[src/rtl/mem_pkg.sv]
// Shared types and constants for the fetch/data memory arbiter.
// The mem_arbiter block honours the optional macro ARB_ROUND_ROBIN_EN.
package mem_pkg;

    localparam int AW_DEF = 32;
    localparam int DW_DEF = 32;

    // Address map decoded by the memory interface behind the arbiter
    localparam logic [31:0] ROM_BASE = 32'h0001_0000;
    localparam logic [31:0] RAM_BASE = 32'h0010_0000;

    typedef enum logic [1:0] {
        OWN_NONE  = 2'd0,
        OWN_FETCH = 2'd1,
        OWN_DATA  = 2'd2
    } owner_e;

    typedef enum logic {
        WIN_FETCH = 1'b0,
        WIN_DATA  = 1'b1
    } winner_e;

endpackage

[src/rtl/arb_prio2.sv]
// Two-requester grant selector: data-priority with a fetch starvation bound,
// or alternating winner on contention when ARB_ROUND_ROBIN_EN is defined.
module arb_prio2
    import mem_pkg::*;
#(
    parameter int MAX_STALL = 4
) (
    input  logic clk,
    input  logic rstn,
    input  logic i_req,
    input  logic d_req,
    output logic i_gnt,
    output logic d_gnt
);

`ifdef ARB_ROUND_ROBIN_EN
    localparam logic [3:0] CNT_MAX = 4'd1;
`else
    localparam logic [3:0] CNT_MAX = 4'(MAX_STALL);
`endif

    logic [3:0] stall_cnt;
    logic [3:0] stall_cnt_nxt;
    winner_e    last_win;
    winner_e    last_win_nxt;
    logic       contended;
    logic       fetch_wins;

    assign contended = i_req & d_req;

    always_comb begin
        i_gnt         = 1'b0;
        d_gnt         = 1'b0;
        fetch_wins    = 1'b0;
        last_win_nxt  = last_win;
        stall_cnt_nxt = stall_cnt;

        if (contended) begin
`ifdef ARB_ROUND_ROBIN_EN
            fetch_wins = (last_win == WIN_DATA);
`else
            fetch_wins = (stall_cnt == CNT_MAX);
`endif
            i_gnt        = fetch_wins;
            d_gnt        = ~fetch_wins;
            last_win_nxt = fetch_wins ? WIN_FETCH : WIN_DATA;
        end else begin
            i_gnt = i_req;
            d_gnt = d_req;
        end

        // Counts data grants taken while fetch sits waiting
        if (i_gnt || !i_req) begin
            stall_cnt_nxt = 4'd0;
        end else if (d_gnt && (stall_cnt != CNT_MAX)) begin
            stall_cnt_nxt = stall_cnt + 4'd1;
        end
    end

    always_ff @(posedge clk or negedge rstn) begin
        if (!rstn) begin
            stall_cnt <= 4'd0;
            last_win  <= WIN_FETCH;
        end else begin
            stall_cnt <= stall_cnt_nxt;
            last_win  <= last_win_nxt;
        end
    end

endmodule

[src/rtl/mem_arbiter.sv]
// Shares one single-port memory between instruction fetch and load/store,
// routing read data back to its owner. Optional macro: ARB_ROUND_ROBIN_EN.
module mem_arbiter
    import mem_pkg::*;
#(
    parameter int AW        = AW_DEF,
    parameter int DW        = DW_DEF,
    parameter int MAX_STALL = 4
) (
    input  logic          clk,
    input  logic          rstn,
    input  logic          i_req,
    input  logic [AW-1:0] i_addr,
    output logic          i_gnt,
    output logic          i_rvalid,
    output logic [DW-1:0] i_rdata,
    input  logic          d_req,
    input  logic          d_we,
    input  logic [AW-1:0] d_addr,
    input  logic [DW-1:0] d_wd,
    output logic          d_gnt,
    output logic          d_rvalid,
    output logic [DW-1:0] d_rdata,
    output logic          mem_we,
    output logic [AW-1:0] mem_addr,
    output logic [DW-1:0] mem_wd,
    input  logic [DW-1:0] mem_rd
);

    owner_e        owner;
    owner_e        owner_nxt;
    logic [DW-1:0] i_hold;
    logic [DW-1:0] d_hold;

    arb_prio2 #(.MAX_STALL(MAX_STALL)) u_arb (
        .clk   (clk),
        .rstn  (rstn),
        .i_req (i_req),
        .d_req (d_req),
        .i_gnt (i_gnt),
        .d_gnt (d_gnt)
    );

    always_comb begin
        mem_we    = 1'b0;
        mem_addr  = '0;
        mem_wd    = '0;
        owner_nxt = OWN_NONE;
        if (i_gnt) begin
            mem_addr  = i_addr;
            owner_nxt = OWN_FETCH;
        end else if (d_gnt) begin
            mem_addr  = d_addr;
            mem_wd    = d_wd;
            mem_we    = d_we;
            owner_nxt = d_we ? OWN_NONE : OWN_DATA;
        end
    end

    // Memory data arrives the cycle after the grant, so the owner register
    // steers it straight through; the hold registers keep the last word seen.
    assign i_rvalid = (owner == OWN_FETCH);
    assign d_rvalid = (owner == OWN_DATA);
    assign i_rdata  = i_rvalid ? mem_rd : i_hold;
    assign d_rdata  = d_rvalid ? mem_rd : d_hold;

    always_ff @(posedge clk or negedge rstn) begin
        if (!rstn) begin
            owner  <= OWN_NONE;
            i_hold <= '0;
            d_hold <= '0;
        end else begin
            owner  <= owner_nxt;
            i_hold <= i_rdata;
            d_hold <= d_rdata;
        end
    end

endmodule

[config.mk]
export PLATFORM = sky130hd
export DESIGN_NAME = mem_arbiter
export DESIGN_NICKNAME = d
export VERILOG_FILES = /design/src/rtl/mem_pkg.sv /design/src/rtl/arb_prio2.sv /design/src/rtl/mem_arbiter.sv
export SDC_FILE = /design/constraint.sdc
export NUM_CORES = 1
export LEC_CHECK = 0
export ABC_AREA = 1
export CORE_MARGIN = 2
export CORE_UTILIZATION = 31
export DETAILED_ROUTE_END_ITERATION = 8
export PLACE_DENSITY = 0.82
export SETUP_SLACK_MARGIN = 0.15
export SKIP_CTS_REPAIR_TIMING = 1
export SYNTH_ARGS = -nofsm -noshare
export SYNTH_HDL_FRONTEND = slang
export SYNTH_SLANG_ARGS = --single-unit
[constraint.sdc]
create_clock -name clk -period 1.47 [get_ports clk]
set_clock_uncertainty 0.05 [all_clocks]
set_input_delay 0.294 -clock clk [delete_from_list [all_inputs] [get_ports clk]]
set_output_delay 0.294 -clock clk [all_outputs]
set_load 0.02 [all_outputs]
* Yosys cells after proc, flatten, opt, wreduce, memory -nomap -nowiden
Index checks and enable logic that the tools add are counted.
Storage, ports and cells: register bits after elaboration 70, input port bits 133, output and inout bits 133, word-level logic and storage cells 30
Operators by class: add/sub/neg operators 1, equal/unequal tests 4, muxes and demuxes 15, bitwise logic cells 2, reductions and logical operators 4
Operator list (count):
- 32-bit two-way mux | 6
- 4-bit two-way mux | 2
- 2-bit two-way mux | 3
- 4-bit by 1-bit adder with 4-bit output (second input constant) | 1
- 4-bit by 3-bit equality test with 1-bit output (second input constant) | 1
- 1-bit two-way mux | 4
- 4-bit by 3-bit inequality test with 1-bit output (second input constant) | 1
- 2-bit by 1-bit equality test with 1-bit output (second input constant) | 1
- 2-bit equality test (second input constant) | 1
- 2-bit nonzero test | 1
- 1-bit bitwise AND | 1
- 1-bit logical AND | 1
- 1-bit logical NOT | 1
- 1-bit logical OR | 1
- 1-bit inverter | 1

* Longest topological paths before layout
depth in word-level cells 6, gate-level depth with buffers 8

* Modules after synthesis
From an unflattened synthesis, not the netlist that was laid out.
Second synthesis, totals: cells, all modules 492, area total of the unflattened synthesis 3643.5 µm²
By module, submodules not included:
- mem_arbiter | instances 1, cells an instance 466, area each 3408.3 µm², seq. area each 1651.6 µm²
- arb_prio2 | instances 1, cells an instance 26, area each 235.2 µm², seq. area each 100.1 µm²

* Worst setup path before layout
No wires, ideal clock.
path kind register to output, start point reg owner[1], end point out i_rdata[12], arrival 1403 ps, required time 1126 ps, path slack -277 ps, cell stages (with the launch flop) 5, buffers on the path 2, cells stage by stage dfrtp_1 -> or2_1 -> buf_4 -> buf_6 -> o21ai_0
Between the ends: cells in the longest elaborated chain, start to end 2
Ends and longest elaborated chain:
- start: declaration | RTL line mem_arbiter.sv:30 | owner_e owner;
- start signal: assignment | RTL line mem_arbiter.sv:73 | owner <= owner_nxt;
- 2-bit by 1-bit equality test with 1-bit output | RTL line mem_arbiter.sv:62 | assign i_rvalid = (owner == OWN_FETCH);
- 32-bit two-way mux | RTL line mem_arbiter.sv:64 | assign i_rdata = i_rvalid ? mem_rd : i_hold;
- end: declaration | RTL line mem_arbiter.sv:16 | output logic [DW-1:0] i_rdata,
Every way passes these cells.

* Worst setup path in the final report
start point reg u_arb.stall_cnt[1], end point out mem_wd[11]
Between the ends: cells in the longest elaborated chain, start to end 5, elaborated cells on any way between the ends 6, classes of those cells eq/ne: 1; mux: 4; bitwise: 1
Ends and longest elaborated chain:
- start: declaration | RTL line arb_prio2.sv:22 | logic [3:0] stall_cnt;
- start signal: assignment | RTL line arb_prio2.sv:65 | stall_cnt <= stall_cnt_nxt;
- 4-bit by 3-bit equality test with 1-bit output * | RTL line arb_prio2.sv:42 | fetch_wins = (stall_cnt == CNT_MAX);
- 1-bit inverter | RTL line arb_prio2.sv:45 | d_gnt = ~fetch_wins;
- 1-bit two-way mux | RTL line arb_prio2.sv:38 | if (contended) begin
- 32-bit two-way mux | RTL line mem_arbiter.sv:52 | end else if (d_gnt) begin
- 32-bit two-way mux * | RTL line mem_arbiter.sv:49 | if (i_gnt) begin
- end: declaration | RTL line mem_arbiter.sv:26 | output logic [DW-1:0] mem_wd,
Every way passes the cells marked *; elsewhere a longest branch is shown, timed or not.

==> load_flow_metrics.sql <==
INSERT INTO impl_metrics (metric_group, metric, value, unit) VALUES
('critical_path', 'category_of_the_most_critical_setup_path', 'reg2out', ''),
('floorplan', 'die-height', '110', 'um'),
('layout', 'syn2layout_area_growth', '166', '%'),
('place', 'buffer_ports.inserted', '265', ''),
('logic_synthesis', 'synth_enable_flop_cells', '0', ''),
('critical_path', 'timing.rr.start', 'owner[1]$_DFF_PN0_', ''),
('layout', 'drive_gt1_frac', '0.583', ''),
('global_route', 'grt_max_degree', '37', ''),
('route', 'wirelength', '19700', 'um'),
('global_route', 'vias_in_the_first_global_route', '4186', ''),
('logic_synthesis', 'post_synth_num_cell_types', '18', ''),
('sta', 'final_max_slew_viol_count', '0', ''),
('pwr', 'vdd_drop_max', '0.736', 'mV'),
('place', 'placed_cell_area', '7540', 'um^2'),
('critical_path', 'worstSetupEndpoint', 'mem_wd[11]', ''),
('critical_path', 'worst_r2r_endpoint', 'i_hold[6]$_DFF_PN0_', ''),
('critical_path', 'r2r_setup_slack', '-0.15', 'ns'),
('floorplan', 'num_rows', '38', ''),
('clock_tree', 'cts_htree_levels', '3', ''),
('logic_synthesis', 'post-synth-top-area-fraction', '0.502', ''),
('critical_path', 'critPathLaunch', 'u_arb.stall_cnt[1]$_DFFE_PN0P_', ''),
('logic_synthesis', 'synth.largest_area_cell', 'sky130_fd_sc_hd__dfrtp_1', ''),
('pwr', 'internal-power', '0.00542', 'W'),
('clock_tree', 'clock_tree.buffer_depth', '2', ''),
('sta', 'fmax', '475', 'MHz'),
('route', 'first_pass_iters', '5', ''),
('place', 'gp_congestion', '0.842', ''),
('critical_path', 'worstSetupEndpointType', 'output port', ''),
('clock_tree', 'cts_buffers', '9', ''),
('logic_synthesis', 'synth.most_common_cell', 'sky130_fd_sc_hd__nand2_1', ''),
('sta', 'setup-violations-final', '145', ''),
('clock_tree', 'clkLatencyLatePin', '0.33', 'ns'),
('worst_hold_path', 'hold_path_class', 'in2async', ''),
('critical_path', 'reg2regPathDepth', '8', ''),
('floorplan', 'core_region_area', '10900', 'um^2'),
('pwr', 'cellLeakagePower', '4.44', 'nW'),
('logic_synthesis', 'syn-num-nets', '591', ''),
('flow_run', 'max_cap_viol_count', '0', ''),
('route', 'post-route-drc-count', '0', ''),
('logic_synthesis', 'synth-async-reset-ratio', '1.00', ''),
('pwr', 'clock_power_share', '0.246', ''),
('critical_path', 'critical_path_start_type', 'register', ''),
('clock_tree', 'cts_clk_pin_slew_worst_paths', '0.06', 'ns'),
('route', 'avgRoutedWirePerCell', '20.5', 'um'),
('pwr', 'swShare', '0.353', ''),
('layout', 'fin_nets', '948', ''),
('layout', 'antenna_cells_inserted', '0', ''),
('global_route', 'globalRoute.totalOverflow', '0', ''),
('critical_path', 'worst_ep_required_time', '1.13', 'ns'),
('pwr', 'pwr-share-seq', '0.290', ''),
('status', 'outcome', 'complete, but fails checks', ''),
('pwr', 'power', '0.00838', 'W'),
('clock_tree', 'cts_sinks', '70', ''),
('logic_synthesis', 'seq_total_area_yosys', '0.502', ''),
('layout', 'layout.filler_cells', '534', ''),
('logic_synthesis', 'synthesis.area_per_instance', '7.66', 'um^2'),
('sta', 'final_critical_path_setup_slack', '-0.635', 'ns'),
('place', 'post-place-ws', '-0.936', 'ns'),
('pwr', 'power_density', '904', 'nW/um^2'),
('route', 'drt-vias-per-instance', '4.89', ''),
('logic_synthesis', 'yosys_warnings', '0', ''),
('sta', 'worst_slew_pin_slew', '0.434', 'ns'),
('route', 'detail_route.iter0.violations', '233', ''),
('status', 'violations', 'setup timing', ''),
('logic_synthesis', 'synth.top_cells.by_area', 'sky130_fd_sc_hd__dfrtp_1, sky130_fd_sc_hd__nand2_1, sky130_fd_sc_hd__nand3_1', ''),
('clock_tree', 'tritoncts', 'done', ''),
('logic_synthesis', 'netlist_area', '3490', 'um^2'),
('sta', 'final.hold.worst_slack', '0.379', 'ns'),
('global_route', 'first_pass_grt_wire_length', '21000', 'um'),
('pwr', 'share_comb_of_total_power', '0.464', ''),
('pwr', 'p_sw', '0.00296', 'W');
-- layout by cell type (no fill, tap or decap), types with 4 or more instances in the layout --
cell / netlist / routed
sky130_fd_sc_hd__nand3_2: 0 / 12
sky130_fd_sc_hd__nor2_2: 0 / 29
sky130_fd_sc_hd__o21ai_2: 0 / 5
sky130_fd_sc_hd__nand2_4: 2 / 41
sky130_fd_sc_hd__buf_6: 7 / 147
sky130_fd_sc_hd__inv_1: 74 / 71
sky130_fd_sc_hd__nand2_2: 1 / 54
sky130_fd_sc_hd__nand3_1: 67 / 53
sky130_fd_sc_hd__dfrtp_1: 70 / 70
sky130_fd_sc_hd__o21ai_4: 0 / 59
sky130_fd_sc_hd__buf_8: 0 / 4
sky130_fd_sc_hd__buf_4: 6 / 38
sky130_fd_sc_hd__buf_2: 8 / 12
sky130_fd_sc_hd__nand2_1: 102 / 8
sky130_fd_sc_hd__buf_12: 0 / 17
sky130_fd_sc_hd__clkdlybuf4s50_1: 0 / 131
sky130_fd_sc_hd__clkbuf_2: 0 / 11
sky130_fd_sc_hd__clkbuf_16: 0 / 21
sky130_fd_sc_hd__nor2_1: 40 / 5
sky130_fd_sc_hd__nor2_4: 0 / 6
-- power by group through the flow --
| stage | registers [W] | clock network, W | logic (W) |
|---|---|---|---|
| 2_1_floorplan | 0.00232 | 0 | 0.00158 |
| 3_3_place_gp | 0.00233 | 0 | 0.00301 |
| 3_5_place_dp | 0.00234 | 0 | 0.00308 |
| 4_1_cts | 0.00231 | 0.00201 | 0.00311 |
| 5_1_grt | 0.00245 | 0.00216 | 0.00406 |
| 6_report | 0.00243 | 0.00206 | 0.00389 |
-- how the worst min path moves through the flow --
stage | startpoint | end | slack [ns]
final | rstn | i_hold[10]$_DFF_PN0_ | 0.38
after global routing | rstn | i_hold[7]$_DFF_PN0_ | 0.43
after CTS | rstn | i_hold[7]$_DFF_PN0_ | -0.18
after detailed placement | rstn | d_hold[10]$_DFF_PN0_ | 0.16
after global placement | rstn | i_hold[10]$_DFF_PN0_ | 0.16
after floorplan | rstn | d_hold[0]$_DFF_PN0_ | -0.05
-- kinds of logic after synthesis --
family / share of synthesized area
adder cells (fa/ha/maj): 0.00716
AO/OA/AOI/OAI: 0.0917
XOR/XNOR: 0.00251
flip-flops: 0.502
AND/OR/NAND/NOR: 0.259
buffers and inverters: 0.138
-- worst max-delay path, cell delays in order (launching register included) --
cell	delay, ns
sky130_fd_sc_hd__dfrtp_1	0.34
sky130_fd_sc_hd__inv_1	0.05
sky130_fd_sc_hd__ha_2	0.20
sky130_fd_sc_hd__nand2_2	0.09
sky130_fd_sc_hd__nor2_4	0.04
sky130_fd_sc_hd__nand2_4	0.14
sky130_fd_sc_hd__nand2_8	0.12
sky130_fd_sc_hd__buf_12	0.17
sky130_fd_sc_hd__nor2_2	0.10
sky130_fd_sc_hd__clkbuf_2	0.19
-- sequential cells by signal (all words and copies together), names as in the netlist --
name             flops
u_arb.stall_cnt      4
d_hold              32
i_hold              32
owner                2
-- layout make-up --
class,count,area (um^2),share of cell area
tap,140,175,0.0189
clock inverter,4,22.5,0.00243
inverter,75,287,0.0309
clock buffer,11,253,0.0272
timing repair buffer,376,4160,0.449
multi-input combinational,281,2630,0.283
sequential,70,1750,0.189
-- through the flow --
step | instances | TNS [ns] | utilization
2_1_floorplan | 456 | -5.84 | -
3_3_place_gp | 884 | -90.95 | 0.690
3_5_place_dp | 884 | -92.18 | 0.690
4_1_cts | 899 | -125.45 | 0.715
5_1_grt | 957 | -82.16 | 0.848
6_report | 957 | -73.16 | 0.848
-- layer usage --
metal,vias up,share of wire,track usage
met5,-,0,0
met2,233,0.54,0.437
met3,47,0.063,0.0629
met1,2263,0.36,0.234
met4,0,0.030,0.0786
li1,2133,-,-
(Power assumes the default switching activity.)
